<file path="config.mk">
export PLATFORM = sky130hd
export DESIGN_NAME = shift_reg_tap_ctrl
export DESIGN_NICKNAME = d
export VERILOG_FILES = /design/src/rtl/shift_reg_tap_ctrl.sv
export SDC_FILE = /design/constraint.sdc
export NUM_CORES = 1
export LEC_CHECK = 0
export BUFFER_PORTS_ARGS = -buffer_cell sky130_fd_sc_hd__clkbuf_2
export CAP_MARGIN = 20
export CORE_UTILIZATION = 40
export DETAILED_ROUTE_END_ITERATION = 10
export SYNTH_ARGS = -nofsm -noshare
export SYNTH_HDL_FRONTEND = slang
export SYNTH_SLANG_ARGS = --single-unit
export TNS_END_PERCENT = 20
</file>
<file path="constraint.sdc">
create_clock -name clk -period 7.36 [get_ports clk]
set_clock_uncertainty 0.2 [all_clocks]
set_input_delay 0.736 -clock clk [delete_from_list [all_inputs] [get_ports clk]]
set_output_delay 0.736 -clock clk [all_outputs]
set_load 0.01 [all_outputs]
</file>
<file path="src/rtl/shift_reg_tap_ctrl.sv">
// Address sequencer and tap scheduler for a RAM-based shift register.
// Drives a read-before-write BSRAM and flags which outputs are real D-delayed samples.
module shift_reg_tap_ctrl #(
    parameter int ASIZE   = 4,
    parameter int DEF_SEL = 4,
    parameter int LAT     = 1
) (
    input  logic             clk,
    input  logic             Reset,
    input  logic             ce,
    input  logic             flush,
    input  logic             depth_valid,
    input  logic [ASIZE-1:0] depth_sel,
    output logic             depth_ready,
    output logic [ASIZE-1:0] wr_addr,
    output logic [ASIZE-1:0] rd_addr,
    output logic             wr_en,
    output logic             rd_en,
    output logic [ASIZE-1:0] active_sel,
    output logic             q_valid
);

    localparam int              CW   = ASIZE + 1;
    localparam logic [CW-1:0]   FULL = CW'(2 ** ASIZE);
    localparam logic [ASIZE-1:0] DEF = ASIZE'(DEF_SEL);

    // EMPTY: cnt=0 | FILLING: 0<cnt<D | RUN: cnt>=D
    typedef enum logic [1:0] {EMPTY, FILLING, RUN} fill_t;

    logic [ASIZE-1:0] wptr;
    logic [ASIZE-1:0] pend_sel;
    logic             pend;
    logic [CW-1:0]    cnt;
    fill_t            state;
    logic [LAT-1:0]   rv_pipe;

    logic             xfer;
    logic             apply;
    logic             rv;
    logic [ASIZE-1:0] sel_nxt;
    logic [CW-1:0]    cnt_nxt;

    function automatic fill_t classify(input logic [CW-1:0] c, input logic [ASIZE-1:0] s);
        if (c == '0)
            return EMPTY;
        else if (c >= CW'(s) + CW'(1))
            return RUN;
        else
            return FILLING;
    endfunction

    assign wr_addr     = wptr;
    assign rd_addr     = wptr - active_sel - ASIZE'(1);
    assign wr_en       = ce;
    assign rd_en       = ce;
    assign depth_ready = !pend;
    assign q_valid     = rv_pipe[LAT-1];

    always_comb begin
        xfer    = depth_valid && !pend;
        apply   = pend && ce;
        sel_nxt = apply ? pend_sel : active_sel;
        // A flush coincident with a write keeps that write in the count.
        if (flush)
            cnt_nxt = CW'(ce);
        else if (ce && cnt != FULL)
            cnt_nxt = cnt + CW'(1);
        else
            cnt_nxt = cnt;
        // RUN tracks cnt >= active_sel+1 exactly, so it stands in for the compare.
        rv = ce && !flush && (state == RUN);
    end

    always_ff @(posedge clk or posedge Reset) begin
        if (Reset) begin
            wptr       <= '0;
            active_sel <= DEF;
            pend_sel   <= '0;
            pend       <= 1'b0;
            cnt        <= '0;
            state      <= EMPTY;
            rv_pipe    <= '0;
        end else begin
            if (ce)
                wptr <= wptr + ASIZE'(1);
            if (xfer) begin
                pend     <= 1'b1;
                pend_sel <= depth_sel;
            end else if (apply) begin
                pend <= 1'b0;
            end
            active_sel <= sel_nxt;
            cnt        <= cnt_nxt;
            state      <= classify(cnt_nxt, sel_nxt);
            rv_pipe    <= LAT'({rv_pipe, rv});
        end
    end

endmodule

</file>
After elaboration in Yosys (flattened, before gate mapping)
Index checks and enable logic that the tools add are counted.
- bits in registers: 21
- input bits: 9
- output and inout port bits: 16
- word-level logic and storage cells: 31
- add/subtract/negate cells: 5
- order comparisons: 1
- equality and inequality tests: 2
- muxes and demuxes: 7
- reduce and logical (&&, ||, !) cells: 9
- operators with widths (cell ; number):
    $mux 5 ; 2
    $add 4x1->5 const B ; 1
    $add 5x1->5 const B ; 1
    $ge 5x5->1 ; 1
    $logic_and 1x1->1 ; 5
    $logic_not 5->1 ; 1
    $ne 5x5->1 const B ; 1
    $add 4x1->4 const B ; 1
    $mux 2 ; 2
    $mux 4 ; 1
    $sub 4x1->4 const B ; 1
    $sub 4x4->4 ; 1
    $eq 2x2->1 const B ; 1
    $logic_not 1->1 ; 2
    $mux 1 ; 2
    $reduce_bool 2->1 ; 1

Longest topological paths before layout
- depth after elaboration: 7
- depth in mapped cells: 11
- depth with buffers taken out: 11

Worst setup path before layout
OpenSTA, ideal clock, no wires.
- path type: input to register
- start point: in ce
- end point: reg state[0]
- library setup time: 0.073 ns
- arrival time: 2.288 ns
- data required time: 7.087 ns
- path slack: 4.800 ns
- cell stages on the path: 9
- buffers on the path: 0
- path through: nand2_1 mux2_2 ha_1 inv_1 ha_1 a21o_1 a21oi_1 o21a_1 nor2b_1
- cells in the longest elaborated chain, start to end: 6
- elaborated cells between the ends (all ways): 10
- classes of those cells: 1 x add/sub; 1 x order compare; 5 x mux; 3 x reduce/logical
- RTL lines (item ; line ; RTL):
    from (decl) ; 10 ; input logic ce,
    $logic_and 1x1->1 ; 61 ; apply = pend && ce;
    $mux 4 ; 62 ; sel_nxt = apply ? pend_sel : active_sel;
    net sel_nxt[1] ; 40 ; logic [ASIZE-1:0] sel_nxt;
    $add 4x1->5 ; 46 ; else if (c >= CW'(s) + CW'(1))
    $ge 5x5->1 ; 46 ;
    $mux 2 ; 46 ;
    $mux 2 ; 44 ; if (c == '0)
    to (signal assigned) ; 94 ; state <= classify(cnt_nxt, sel_nxt);
    to (decl) ; 34 ; fill_t state;
The timed path passes the listed nets, and every way through them passes these cells.
A chain may end at the register's enable or synchronous reset.

Worst setup path in the final report
Ends and elaborated chain as after synthesis.

==> summary.md <==
| Metric | Value |
|---|---|
| Worst reg2reg path depth | 11 |
| Combinational fraction of design power | about 50% |
| H-Tree Level Count | 1 |
| TNS Setup | 0 ns |
| Switching power total | 0.000186 W |
| Inst Count DP | 157 |
| Final count of pins violating max slew | 0 |
| Clock Tree Buf Depth | 2 |
| Chip width | around 57 µm |
| Clk pwr share | a little under an eighth |
| Layout area overhead | 13.5% |
| Core ar. | between 2000 and 3000 µm² |
| Share of cells above drive strength 1 | 27.7% |
| Outcome | complete, but fails checks |
| Crit-path max FO | 17 |
| Crit Path Class | in2reg |
| Vias per cell | approximately 5.0 |
| Seq/Total Area, Yosys | around 44% |
| R2R Path Start | cnt[0]$_DFF_PP0_ |
| Area of the multi-input gates | between 600 and 700 µm² |
| Post-CTS setup buffer count | 0 |
| Post-route ant nets | 0 |
| Critical Path RT | roughly 7.4 ns |
| PostCTS Resize Cnt | 0 |
| Fin. Hold Viols | 0 |
| Hold Crit Start | state[0]$_DFF_PP0_ |
| Post-Synthesis Cells | roughly 110 |
| FF/Latch Area | between 500 and 600 µm² |
| Setup crit end kind | register |
| Clock-pin slew on the worst setup and hold paths | around 0.11 ns |
| Data arrival, critical path | between 2 and 3 ns |
| Worst IR Drop VDD | around 0.15 mV |
| Initial antenna violation count | 0 |
| Pwr/cell area | 350 nW/µm² |
| Syn Std Cell Area | 1200 µm² |
| Unrepaired setup endpoints after global routing | no |
| Final Non-Filler Cells | ~160 |
| Largest net degree at the start of global routing | 22 |
| Initial Utilization | between 40% and 50% |
| Post-Route WL | about 2.0 mm |
| Yosys top cell by area | dfrtp_1 |
| DRT iter0 DRCs | 30 |
| Type of origin of the critical path | primary input |
| Synthesized net count | between 100 and 150 |
| Inserted Diodes | 0 |
| TritonCTS clock tree | done |
| Router iterations before antenna repair | 7 |
| Leakage | around 0.69 nW |
| Largest cells by area after synthesis | dfrtp_1 42%, ha_1 12%, mux2_1 4.7% |
| Gpl congestion | about 0.8 |
| Post-synth top area share | between 40 and 50% |
| Hold WS | 0.224 ns |
| Failing checks | DRC |
| Post-Syn Area per Cell | about 11 µm² |
| Sequential share of power | roughly two fifths |
| Die area | roughly 3200 µm² |
| Vias post-DR | 805 |
| Clock Latency Late Sink | around 0.29 ns |
| Internal | 0.000292 W |
| Slew @ Worst Pin | 0.779 ns |
| Vias in the first global route | about 800 |
| Critical path origin | ce |
| Clk root buf | clkbuf_4 |
| Total global-route track usage | between 10% and 20% |
| CTS Hold Bufs | 0 |
| Part of the cycle the worst path needs | 36.3% |
| Most frequent cells in the layout | 24 x clkbuf_2, 20 x dfrtp_1, 12 x ha_1 |
| Drt drc | 2 |
| Cts bufs inserted | 3 |
| First-pass GRT wire length | about 3.5 mm |
| # clock sinks | 21 |
| Worst hold path class | reg2reg |
| Hold Path Depth | 1 |
| Maxcap violations | 0 |
| I/O Pins | 25 |
| Drt wl/cell | around 13 µm |
| Row count | 19 |
| Minimum clock period | 2.67 ns |
| Layout Nets | 153 |
| Sw frac | 39.0% |
| Synth cell types | 32 |
| Synth Register Bits | 21 |
| Commonest non-fill, non-tap cell in the layout | clkbuf_2 |
| # fillers | 270 |
| Synth warn | 0 |
| Port bufs | 24 |
| Total grt overflow | 0 |
| Rel. slew slack | 48.0% |
| Peak Freq | about 370 MHz |
| Post-DP HPWL | around 1.6 mm |
| Die height | 56.9 µm |
| Final number of setup-violating endpoints | 0 |
[state kept, by name, summed over array words and instances (netlist names)]
register,cells
q_valid,1
active_sel,4
cnt,5
pend_sel,4
pend,1
state,2
wr_addr,4
[worst paths after layout]
kind,slack (ns),endpoint
setup / recovery,4.69,state[0]$_DFF_PP0_
hold / removal,0.22,q_valid$_DFF_PP0_
setup reg to reg,4.71,state[0]$_DFF_PP0_
hold reg to reg,0.22,q_valid$_DFF_PP0_
max in group asynchronous,6.13,pend_sel[2]$_DFFE_PP0P_
min in group asynchronous,0.35,wr_addr[1]$_DFFE_PP0P_
[power by group through the flow]
stage	clock, W	combinational, W	sequential [W]
after detailed placement	0	0.000246	0.000185
after global placement	0	0.000237	0.000186
final	0.0000545	0.000242	0.000182
after CTS	0.0000569	0.000246	0.000183
after global routing	0.0000592	0.000272	0.000187
after floorplan	0	0.000162	0.000188
[logic make-up after synthesis]
| family | after synthesis | share of synthesized area, % |
|---|---|---|
| flip-flops | 21 | 43.7 |
| adder cells (fa/ha/maj) | 13 | 14.1 |
| multiplexers | 11 | 9.97 |
| buffers and inverters | 14 | 4.98 |
| AND/OR/NAND/NOR | 26 | 13.4 |
| XOR/XNOR | 10 | 7.27 |
| AO/OA/AOI/OAI | 11 | 6.54 |
[cells in the mapped netlist]
cell type	count
a32oi_1	1
a21oi_2	1
mux2_2	3
mux2_1	5
and4bb_4	1
and3_1	1
nor2_1	4
nand4_1	3
xor2_1	4
nand2_1	5
nor2_2	2
dfstp_2	1
clkbuf_1	2
o21a_1	1
nor4_2	1
o21bai_1	2
nand3_1	1
o22a_1	1
and3b_1	1
xnor2_1	6
fa_1	1
nand2b_1	3
nor4bb_1	1
a21oi_1	3
buf_4	2
mux2i_1	3
inv_1	10
ha_1	12
a21o_1	2
or3_1	1
dfrtp_1	20
nor2b_1	2
[worst max-delay path, cell delays in order]
cell and delay (ns):
clkbuf_2 0.22, nand2_1 0.23, mux2_2 0.38, ha_1 0.28
inv_1 0.04, ha_1 0.26, a21o_1 0.15, a21oi_1 0.14
o21a_1 0.15, nor2b_1 0.12
[layout make-up]
| class | count | share of cell area [%] |
|---|---|---|
| multi-input combinational | 71 | 45.2 |
| sequential | 21 | 38.5 |
| timing repair buffer | 24 | 8.78 |
| tap | 31 | 2.84 |
| inverter | 10 | 2.74 |
| clock buffer | 4 | 1.92 |
[through the flow]
step	worst slack [ns]	total power, W	cell area [µm²]	utilization, %
2_1_floorplan	4.80	0.000351	1200	-
5_1_grt	4.50	0.000518	1370	48.8
4_1_cts	4.69	0.000486	1370	48.8
6_report	4.69	0.000478	1370	48.8
3_5_place_dp	4.37	0.000431	1340	47.8
3_3_place_gp	4.43	0.000422	1340	47.8
[layer usage]
metal | GRT usage, % | wire [µm]
met1 | 17.9 | 981
met2 | 24.0 | 961
met3 | 4.15 | 74
met4 | 3.14 | 18
met5 | 0 | 0
No activity file was read; power rests on OpenSTA's default activity.
